### src/rtl/lsu_pkg.sv
// Shared encodings for the load/store unit: access sizes, FSM states, lane count.
package lsu_pkg;

   localparam logic [1:0] SZ_B = 2'd0;
   localparam logic [1:0] SZ_H = 2'd1;
   localparam logic [1:0] SZ_W = 2'd2;

   localparam int NUM_LANES = 4;

   typedef enum logic [2:0] {
      IDLE,
      REQ,
      WAIT_R,
      RESP,
      ERR
   } state_t;

endpackage

### src/rtl/lsu_if.sv
// Execute-stage request/response and data-memory port bundle of the LSU.
interface lsu_if #(
   parameter int ADDR_W = 32,
   parameter int DATA_W = 32
);
   logic              req_valid_i;
   logic              req_ready_o;
   logic              req_we_i;
   logic [1:0]        req_size_i;
   logic              req_unsigned_i;
   logic [ADDR_W-1:0] addr_i;
   logic [DATA_W-1:0] wdata_i;
   logic              rsp_valid_o;
   logic [DATA_W-1:0] rsp_rdata_o;
   logic              rsp_misalign_o;
   logic              stall_o;
   logic              mem_req_o;
   logic              mem_we_o;
   logic [3:0]        mem_be_o;
   logic [ADDR_W-1:0] mem_addr_o;
   logic [DATA_W-1:0] mem_wdata_o;
   logic              mem_gnt_i;
   logic              mem_rvalid_i;
   logic [DATA_W-1:0] mem_rdata_i;

   modport slave (
      input  req_valid_i, req_we_i, req_size_i, req_unsigned_i, addr_i, wdata_i,
      input  mem_gnt_i, mem_rvalid_i, mem_rdata_i,
      output req_ready_o, rsp_valid_o, rsp_rdata_o, rsp_misalign_o, stall_o,
      output mem_req_o, mem_we_o, mem_be_o, mem_addr_o, mem_wdata_o
   );

   modport master (
      output req_valid_i, req_we_i, req_size_i, req_unsigned_i, addr_i, wdata_i,
      output mem_gnt_i, mem_rvalid_i, mem_rdata_i,
      input  req_ready_o, rsp_valid_o, rsp_rdata_o, rsp_misalign_o, stall_o,
      input  mem_req_o, mem_we_o, mem_be_o, mem_addr_o, mem_wdata_o
   );
endinterface

### src/rtl/lsu_align.sv
// Byte-lane logic: enables, store replication, misalign check, load shift/extend.
// Purely combinational; no state, no backpressure.
module lsu_align
   import lsu_pkg::*;
#(
   parameter int DATA_W = 32
) (
   input  logic [1:0]           size,
   input  logic                 is_unsigned,
   input  logic [1:0]           addr_lo,
   input  logic [1:0]           chk_size,
   input  logic [1:0]           chk_addr_lo,
   input  logic [DATA_W-1:0]    wdata,
   input  logic [DATA_W-1:0]    rdata,
   output logic [NUM_LANES-1:0] be,
   output logic [DATA_W-1:0]    wdata_rep,
   output logic                 misalign,
   output logic [DATA_W-1:0]    rdata_ext
);
   logic [DATA_W-1:0] sh;

   always_comb begin
      be        = '0;
      wdata_rep = wdata;
      rdata_ext = '0;
      sh        = rdata >> {addr_lo, 3'b000};
      misalign  = (chk_size == 2'd3) ||
                  (chk_size == SZ_H && chk_addr_lo[0]) ||
                  (chk_size == SZ_W && chk_addr_lo != 2'b00);
      case (size)
         SZ_B: begin
            be        = 4'b0001 << addr_lo;
            wdata_rep = {4{wdata[7:0]}};
            rdata_ext = {{24{~is_unsigned & sh[7]}}, sh[7:0]};
         end
         SZ_H: begin
            be        = 4'b0011 << addr_lo;
            wdata_rep = {2{wdata[15:0]}};
            rdata_ext = {{16{~is_unsigned & sh[15]}}, sh[15:0]};
         end
         default: begin
            be        = 4'b1111;
            rdata_ext = sh;
         end
      endcase
   end
endmodule

### src/rtl/lsu.sv
// Load/store unit: one access at a time over a req/gnt/rvalid memory port.
// Latency from accept: load 3, store 2, misaligned 1 cycle; stalls while busy.
module lsu
   import lsu_pkg::*;
#(
   parameter int ADDR_W = 32,
   parameter int DATA_W = 32
) (
   input logic  clk,
   input logic  rst_n,
   lsu_if.slave bus
);
   state_t              state, state_nxt;
   logic                we_q;
   logic [1:0]          size_q;
   logic                uns_q;
   logic [ADDR_W-1:0]   addr_q;
   logic [DATA_W-1:0]   wdata_q;
   logic [DATA_W-1:0]   rdata_q;
   logic [NUM_LANES-1:0] be;
   logic [DATA_W-1:0]   wdata_rep;
   logic [DATA_W-1:0]   rdata_ext;
   logic                misalign;
   logic                in_req;

   lsu_align #(.DATA_W(DATA_W)) u_align (
      .size        (size_q),
      .is_unsigned (uns_q),
      .addr_lo     (addr_q[1:0]),
      .chk_size    (bus.req_size_i),
      .chk_addr_lo (bus.addr_i[1:0]),
      .wdata       (wdata_q),
      .rdata       (bus.mem_rdata_i),
      .be          (be),
      .wdata_rep   (wdata_rep),
      .misalign    (misalign),
      .rdata_ext   (rdata_ext)
   );

   always_ff @(posedge clk or negedge rst_n) begin
      if (!rst_n) state <= IDLE;
      else        state <= state_nxt;
   end

   always_comb begin
      state_nxt = state;
      case (state)
         IDLE:    if (bus.req_valid_i) state_nxt = misalign ? ERR : REQ;
         REQ:     if (bus.mem_gnt_i)   state_nxt = we_q ? RESP : WAIT_R;
         WAIT_R:  if (bus.mem_rvalid_i) state_nxt = RESP;
         RESP:    state_nxt = IDLE;
         ERR:     state_nxt = IDLE;
         default: state_nxt = IDLE;
      endcase
   end

   // Accept clears the load result so stores and rejected accesses return 0.
   always_ff @(posedge clk or negedge rst_n) begin
      if (!rst_n) begin
         we_q    <= 1'b0;
         size_q  <= '0;
         uns_q   <= 1'b0;
         addr_q  <= '0;
         wdata_q <= '0;
         rdata_q <= '0;
      end else begin
         if (state == IDLE && bus.req_valid_i) begin
            we_q    <= bus.req_we_i;
            size_q  <= bus.req_size_i;
            uns_q   <= bus.req_unsigned_i;
            addr_q  <= bus.addr_i;
            wdata_q <= bus.wdata_i;
            rdata_q <= '0;
         end
         if (state == WAIT_R && bus.mem_rvalid_i) rdata_q <= rdata_ext;
      end
   end

   // Memory fields are gated so they read 0 outside an active request.
   assign in_req             = (state == REQ);
   assign bus.mem_req_o      = in_req;
   assign bus.mem_we_o       = in_req & we_q;
   assign bus.mem_be_o       = in_req ? be : '0;
   assign bus.mem_addr_o     = in_req ? {addr_q[ADDR_W-1:2], 2'b00} : '0;
   assign bus.mem_wdata_o    = in_req ? wdata_rep : '0;
   assign bus.req_ready_o    = (state == IDLE);
   assign bus.stall_o        = (state != IDLE);
   assign bus.rsp_valid_o    = (state == RESP) || (state == ERR);
   assign bus.rsp_misalign_o = (state == ERR);
   assign bus.rsp_rdata_o    = rdata_q;
endmodule
### src/flat_wrapper.sv
// flat-port wrapper written by rule: the top's interface ports become plain ports
module lsu_flat import lsu_pkg::*;
#(
   parameter int ADDR_W = 32,
   parameter int DATA_W = 32
)
  (clk, rst_n, bus_req_valid_i, bus_req_we_i, bus_req_size_i, bus_req_unsigned_i, bus_addr_i, bus_wdata_i, bus_mem_gnt_i, bus_mem_rvalid_i, bus_mem_rdata_i, bus_req_ready_o, bus_rsp_valid_o, bus_rsp_rdata_o, bus_rsp_misalign_o, bus_stall_o, bus_mem_req_o, bus_mem_we_o, bus_mem_be_o, bus_mem_addr_o, bus_mem_wdata_o);
  lsu_if #(.ADDR_W(ADDR_W), .DATA_W(DATA_W)) bus_i ();
  input logic clk;
  input logic rst_n;
  input wire logic [$bits(bus_i.req_valid_i)-1:0] bus_req_valid_i;
  input wire logic [$bits(bus_i.req_we_i)-1:0] bus_req_we_i;
  input wire logic [$bits(bus_i.req_size_i)-1:0] bus_req_size_i;
  input wire logic [$bits(bus_i.req_unsigned_i)-1:0] bus_req_unsigned_i;
  input wire logic [$bits(bus_i.addr_i)-1:0] bus_addr_i;
  input wire logic [$bits(bus_i.wdata_i)-1:0] bus_wdata_i;
  input wire logic [$bits(bus_i.mem_gnt_i)-1:0] bus_mem_gnt_i;
  input wire logic [$bits(bus_i.mem_rvalid_i)-1:0] bus_mem_rvalid_i;
  input wire logic [$bits(bus_i.mem_rdata_i)-1:0] bus_mem_rdata_i;
  output wire logic [$bits(bus_i.req_ready_o)-1:0] bus_req_ready_o;
  output wire logic [$bits(bus_i.rsp_valid_o)-1:0] bus_rsp_valid_o;
  output wire logic [$bits(bus_i.rsp_rdata_o)-1:0] bus_rsp_rdata_o;
  output wire logic [$bits(bus_i.rsp_misalign_o)-1:0] bus_rsp_misalign_o;
  output wire logic [$bits(bus_i.stall_o)-1:0] bus_stall_o;
  output wire logic [$bits(bus_i.mem_req_o)-1:0] bus_mem_req_o;
  output wire logic [$bits(bus_i.mem_we_o)-1:0] bus_mem_we_o;
  output wire logic [$bits(bus_i.mem_be_o)-1:0] bus_mem_be_o;
  output wire logic [$bits(bus_i.mem_addr_o)-1:0] bus_mem_addr_o;
  output wire logic [$bits(bus_i.mem_wdata_o)-1:0] bus_mem_wdata_o;
  assign bus_i.req_valid_i = bus_req_valid_i;
  assign bus_i.req_we_i = bus_req_we_i;
  assign bus_i.req_size_i = bus_req_size_i;
  assign bus_i.req_unsigned_i = bus_req_unsigned_i;
  assign bus_i.addr_i = bus_addr_i;
  assign bus_i.wdata_i = bus_wdata_i;
  assign bus_i.mem_gnt_i = bus_mem_gnt_i;
  assign bus_i.mem_rvalid_i = bus_mem_rvalid_i;
  assign bus_i.mem_rdata_i = bus_mem_rdata_i;
  assign bus_req_ready_o = bus_i.req_ready_o;
  assign bus_rsp_valid_o = bus_i.rsp_valid_o;
  assign bus_rsp_rdata_o = bus_i.rsp_rdata_o;
  assign bus_rsp_misalign_o = bus_i.rsp_misalign_o;
  assign bus_stall_o = bus_i.stall_o;
  assign bus_mem_req_o = bus_i.mem_req_o;
  assign bus_mem_we_o = bus_i.mem_we_o;
  assign bus_mem_be_o = bus_i.mem_be_o;
  assign bus_mem_addr_o = bus_i.mem_addr_o;
  assign bus_mem_wdata_o = bus_i.mem_wdata_o;
  lsu #(.ADDR_W(ADDR_W), .DATA_W(DATA_W)) u_core (.clk(clk), .rst_n(rst_n), .bus(bus_i));
endmodule
### config.mk
export PLATFORM = sky130hd
export DESIGN_NAME = lsu_flat
export DESIGN_NICKNAME = d
export VERILOG_FILES = /design/src/rtl/lsu_pkg.sv /design/src/rtl/lsu_if.sv /design/src/rtl/lsu_align.sv /design/src/rtl/lsu.sv /design/src/flat_wrapper.sv
export SDC_FILE = /design/constraint.sdc
export NUM_CORES = 1
export LEC_CHECK = 0
export CAP_MARGIN = 25
export CORE_AREA = 2 2 115 117
export CTS_CLUSTER_DIAMETER = 50
export DETAILED_ROUTE_END_ITERATION = 8
export DIE_AREA = 0 0 117 119
export PLACE_DENSITY = 0.8
export SLEW_MARGIN = 0
export SYNTH_ARGS = -nofsm -noshare
export SYNTH_HDL_FRONTEND = slang
export SYNTH_HIERARCHICAL = 1
export SYNTH_SLANG_ARGS = --single-unit
### constraint.sdc
create_clock -name clk -period 2.7 [get_ports clk]
set_clock_uncertainty 0.15 [all_clocks]
set_input_delay 0.405 -clock clk [delete_from_list [all_inputs] [get_ports clk]]
set_output_delay 0.405 -clock clk [all_outputs]
set_load 0.05 [all_outputs]
==> results.cfg, run 1 <==
[run_status]
status = complete, no violations

[floorplanning]
die_x_um = 117
ioPinCount = 211
die_area_mm2 = 0.0139
num_rows = 42
coreArea_mm2 = 0.0129
chipHeight_um = 119
initial_core_util_pct = 43.4

[setup_path]
worstPathCellList = nor3b_2 -> clkdlybuf4s50_1
reg2reg_to = u_core/addr_q[23]
path_class = reg2out
cp.arrival_ns = 2.05
crit_slowest_cell = clkdlybuf4s50_1
crit_path_start = u_core/state[2]
crit_required_ns = 2.14
cp_top_family = buffers and inverters
startpoint_type = flip-flop
timing.rr.start = u_core/state[1]
crit_path_end_kind = output pin
reg2reg_depth = 3
max_stage_delay_ns = 0.84
r2r_setup_slack_ns = 0.54
cp_max_fo = 8
crit_buf_inv = 1

[finish]
n_fill_cell = 933
fin_nets = 798
fin_area_mm2 = 0.00878
ff_latch_area_mm2 = 0.00258
layoutNonFillerInstCount = 875
area_delta_synth_final_pct = 57.0
fin_util_pct = 68.2
drive_gt1_share_pct = 26.1
multiInputGateArea_mm2 = 0.00275

[pwr]
vdd_drop_max_mv = 0.732
clkPwrFrac_pct = 10.3
powerDensity_mw_per_mm2 = 1420
power.leakage_nw = 3.76
swShare_pct = 46.1
p_comb_share_pct = 66.8
pwr-share-seq_pct = 23.0
internal_power_mw = 6.72
power_switching_mw = 5.73

[yosys]
avgSynthCellArea_um2 = 11.0
netlist_instances = 508
yosys_warnings = 6
yosysMostFrequentCell = dfrtp_1
synth_flop_cell = dfrtp_1
syn_area_mm2 = 0.00559
synth.distinct_cells = 42
synth_top_area_share_pct = 46.1
synthTopCellsByCount = dfrtp_1, and2_1, mux2_2, nand2_1, a22o_1
yosys-top-cells-area = dfrtp_1, mux2_2, and2_1
synth_edf_count = 0
yosys.area.top_type = dfrtp_1
synth.ff_latch_count = 103
seq_area_frac_synth_pct = 46.1
async_flop_share_pct = 100

[place]
place.gp.congestion = 0.896
place_inst = 857
hpwl_mm = 11.7
numPortBuffers = 208
placed_area_mm2 = 0.00848

[worst_hold_path]
hp-class = reg2reg
whs_path_depth = 1
whs_endpoint = u_core/addr_q[9]
worstHoldStart = u_core/addr_q[9]

[routing]
route.vias.total = 4670
drc_errors = 0
firstDrtPassIters = 6
routed_via_density = 5.34
drt_iter0_drc = 502
routedWlPerCell_um = 17.9
ant_nets = 0
drt_wl_total_mm = 15.7

[global_routing]
overflow = 0
grt_max_degree = 59
grt_first_pass_wirelength_mm = 25.3
gr-usage-all-layers_pct = 23.0
antenna_found_initial = 1
grt_pass1_vias = 4789

[sta]
timing.slew.headroom_pct = 61.6
worst_pin_slew_ns = 0.576
fmax_ghz = 0.383
fin_crit_sh_pct = 96.6
hold_viol = 0
setup_viol_count_final = 0
period_minus_slack_ns = 2.61
rsz0062_at_grt = no
fin_setup_tns_ns = 0
drv_slew = 0

[cts]
cts_max_level = 3
cts_sinks = 103
cts-root-buf = clkbuf_16
clockBufferDepth = 2
clock_latency_ns = 0.35
cts_tree = yes
clkTransAtPathRegs_ns = 0.07
cts_buffers = 9

[flow_run]
cap_violations = 0
registers in the layout, summed over array words and instances (netlist names):
register and cells:
u_core/bus.rsp_rdata_o 32, u_core/wdata_q 32, u_core/we_q 1, u_core/addr_q 32
u_core/size_q 2, u_core/state 3, u_core/uns_q 1
cells by family after synthesis:
kind of cell	synth area share, %
and+or+nand+nor	16.6
muxes	20.4
DFF	46.1
AOI/OAI and AO/OA	11.5
buffers and inverters	5.28
other	0.0670
routing by layer:
| metal | vias to the layer above | track usage (%) | part of all wire, % |
|---|---|---|---|
| met4 | 0 | 5.96 | 0.91 |
| met1 | 2272 | 29.1 | 39 |
| met3 | 15 | 6.62 | 9.3 |
| li1 | 2142 | - | - |
| met5 | - | 0 | 0 |
| met2 | 241 | 38.4 | 50 |
placed cells by master (no fill, tap or decap), drive strengths merged, types with 3 or more instances in the layout:
| cell | instances |
|---|---|
| clkdlybuf4s50 | 137 |
| dfrtp | 103 |
| mux2 | 87 |
| buf | 86 |
| and2 | 67 |
| nand2 | 48 |
| a22o | 32 |
| a21oi | 18 |
| mux2i | 16 |
| nand3 | 16 |
| nor2b | 12 |
| clkbuf | 9 |
| o21ai | 9 |
| a2bb2oi | 7 |
| a211oi | 7 |
| nor2 | 5 |
| inv | 5 |
| nand2b | 3 |
| nor3b | 3 |
power by group through the flow:
stage | registers [mW] | clock network, mW | logic (mW)
detailed placement | 2.88 | 0 | 8.33
global placement | 2.81 | 0 | 8.13
finish | 2.86 | 1.28 | 8.31
floorplan | 3.23 | 0 | 4.59
global route | 2.96 | 1.38 | 8.74
CTS | 2.86 | 1.31 | 8.36
stage by stage:
stage / hold WS [ns] / total power, mW / worst slack [ns]
3_3_place_gp: 0.225 / 10.9 / 0.274
5_1_grt: 0.351 / 13.1 / 0.0105
2_1_floorplan: -0.0406 / 7.82 / 0.230
3_5_place_dp: 0.234 / 11.2 / 0.261
4_1_cts: 0.339 / 12.5 / 0.00961
6_report: 0.332 / 12.4 / 0.0913
layout make-up:
type                            count  area share [%]
Tap cell                          176            2.51
Clock buffer                        9            2.56
Multi-Input combinational cell    353            31.3
Timing Repair Buffer              225            33.4
Antenna cell                        1          0.0285
Clock inverter                      7           0.741
Sequential cell                   103            29.4
Inverter                            1          0.0427
worst max-delay path by stage:
stage | cells after the start | slack, ns | to
after floorplan | 4 | 0.23 | bus_mem_wdata_o[23]
after global placement | 4 | 0.27 | u_core/bus.rsp_rdata_o[23]
after detailed placement | 4 | 0.26 | bus_mem_addr_o[14]
after CTS | 4 | 0.01 | bus_mem_addr_o[14]
after global routing | 2 | 0.01 | bus_rsp_misalign_o
final | 2 | 0.09 | bus_rsp_misalign_o
timing repair:
| item | in CTS | in global routing |
|---|---|---|
| endpoints found under the hold margin | 31 | 0 |
| hold buffers | 1 | 0 |
| buffers inserted | 0 | 0 |
| gates cloned | 0 | 0 |
| setup endpoints to repair | 59 | 56 |
| gates resized for setup | 2 | 1 |
(Power assumes the default switching activity.)
==> run 2, diff against run 1 <==
- CORE_AREA: 2 2 115 117 -> 2 2 97 99
- DIE_AREA: 0 0 117 119 -> 0 0 99 101
- DONT_BUFFER_PORTS: unset -> 1
- PLACE_DENSITY: 0.8 -> 0.79
==> results.cfg, run 2 (synthesis results as in run 1) <==
[run_status]
status = finished, violations left
violations = hold timing

[setup_path]
crit_path_end_kind = output pin
cp_max_fo = 11
crit_buf_inv = 2
worstPathCellList = buf_4 -> a21oi_1 -> a21oi_1 -> or2_2 -> and2_1 -> buf_12
startpoint_type = flip-flop
crit_required_ns = 2.14
path_class = reg2out
cp.arrival_ns = 2.01
crit_top_cell = a21oi_1
cp_top_family = flip-flops
crit_slowest_cell = dfrtp_1
max_stage_delay_ns = 0.56

[finish]
area_delta_synth_final_pct = 11.3
insertedDiodeCount = 0
final_cell_mix = dfrtp_1, mux2_2, nand2_1, and2_2, a22o_1
fin_nets = 618
drive_gt1_share_pct = 34.0
layout_commonest_cell = dfrtp_1
n_fill_cell = 643
multiInputGateArea_mm2 = 0.00280
ff_latch_area_mm2 = 0.00258

[routing]
drc_errors = 0
route.vias.total = 3843
firstDrtPassIters = 5
routed_via_density = 6.11
drt_wl_total_mm = 12.9
routedWlPerCell_um = 20.5
drt_iter0_drc = 196
ant_nets = 0

[global_routing]
gr-usage-all-layers_pct = 25.4
grt_first_pass_wirelength_mm = 20.2
grt_pass1_vias = 3897
grt_max_degree = 104
antenna_found_initial = 0
overflow = 0

[sta]
period_minus_slack_ns = 2.56
fin_setup_tns_ns = 0
hold_ws_ns = -0.426
rsz0062_at_grt = no
setup_viol_count_final = 0
setup_ws_ns = 0.139
hold_viol = 103
fin_crit_sh_pct = 94.9
timing.slew.headroom_pct = 50.7
worst_pin_slew_ns = 0.739
drv_slew = 0
fmax_ghz = 0.390

[cts]
cts-root-buf = clkbuf_8
clockBufferDepth = 2
clock_latency_ns = 0.36
cts_tree = yes
cts_setup_buffers = 0
clkTransAtPathRegs_ns = 0.12
cts_buffers = 9
cts_sinks = 103
cts_max_level = 3

[place]
hpwl_mm = 9.04
place_ws_ns = 0.446
numPortBuffers = 0
place.gp.congestion = 0.877

[floorplanning]
ioPinCount = 211
die_x_um = 99
num_rows = 35
chipHeight_um = 101
die_area_mm2 = 0.0100
coreArea_mm2 = 0.00898
initial_core_util_pct = 62.3

[flow_run]
cap_violations = 0

[worst_hold_path]
hp-class = in2async
==> run 2: cell count changes in the layout (fill, tap and decap cells not counted), moves of 3 or more <==
| cell | before | now |
|---|---|---|
| clkdlybuf4s50_1 | 137 | 0 |
| buf_12 | 70 | 11 |
| and2_1 | 67 | 27 |
| and2_2 | 0 | 40 |
| buf_4 | 14 | 30 |
| clkbuf_16 | 9 | 0 |
| clkbuf_8 | 0 | 9 |
| dlygate4sd3_1 | 1 | 4 |
==> run 2: metrics by stage <==
step                      cell area (µm²)  instances  utilization (%)
after floorplan                      5600        509                -
after global placement               5920        609             65.9
after detailed placement             5920        609             65.9
after CTS                            6140        626             68.4
after global routing                 6220        629             69.3
final                                6220        629             69.3
==> run 2: worst paths after layout <==
check / startpoint / to / slack [ns] / cells past startpoint
min in group clk: bus_addr_i[10] / u_core/addr_q[10] / 0.02 / 1
max: u_core/size_q[0] / bus_mem_be_o[2] / 0.14 / 6
max reg2reg: u_core/addr_q[0] / u_core/bus.rsp_rdata_o[12] / 0.50 / 5
min reg2reg: u_core/addr_q[2] / u_core/addr_q[2] / 0.34 / 1
max in group asynchronous: rst_n / u_core/bus.rsp_rdata_o[30] / 2.70 / 0
min: rst_n / u_core/wdata_q[7] / -0.43 / 0
==> run 2: layout make-up <==
cell class | instances | area share, %
multi-input cells | 353 | 45.0
clock inverters | 7 | 1.47
well taps | 111 | 2.23
flip-flops and latches | 103 | 41.4
clock buffers | 9 | 1.99
inverters | 1 | 0.0603
repair buffers | 45 | 7.80
==> run 2: timing repair <==
item | in CTS | in global routing
hold buffers | 1 | 3
hold endpoints to repair | 104 | 106
endpoints found under the setup margin | 0 | 40
resized for setup | 0 | 40
==> run 2: routing by layer <==
layer | GRT usage [%] | up-vias | share of wire, %
met5 | 0 | - | 0
met4 | 8.96 | 0 | 1.9
met3 | 9.08 | 22 | 9.9
met2 | 40.3 | 201 | 49
met1 | 32.4 | 1846 | 39
li1 | - | 1774 | -
Power of run 2 is left out: the tool's default activity adds up to more than one toggle a clock period on the data nets, which glitch-free logic cannot reach.
==> run 3, diff against run 2 <==
- TNS_END_PERCENT: unset -> 30
==> results of run 3 <==
Same layout as run 2: the final DEF is identical, and so are final timing and power.
Power of run 3 is left out for the same reason.
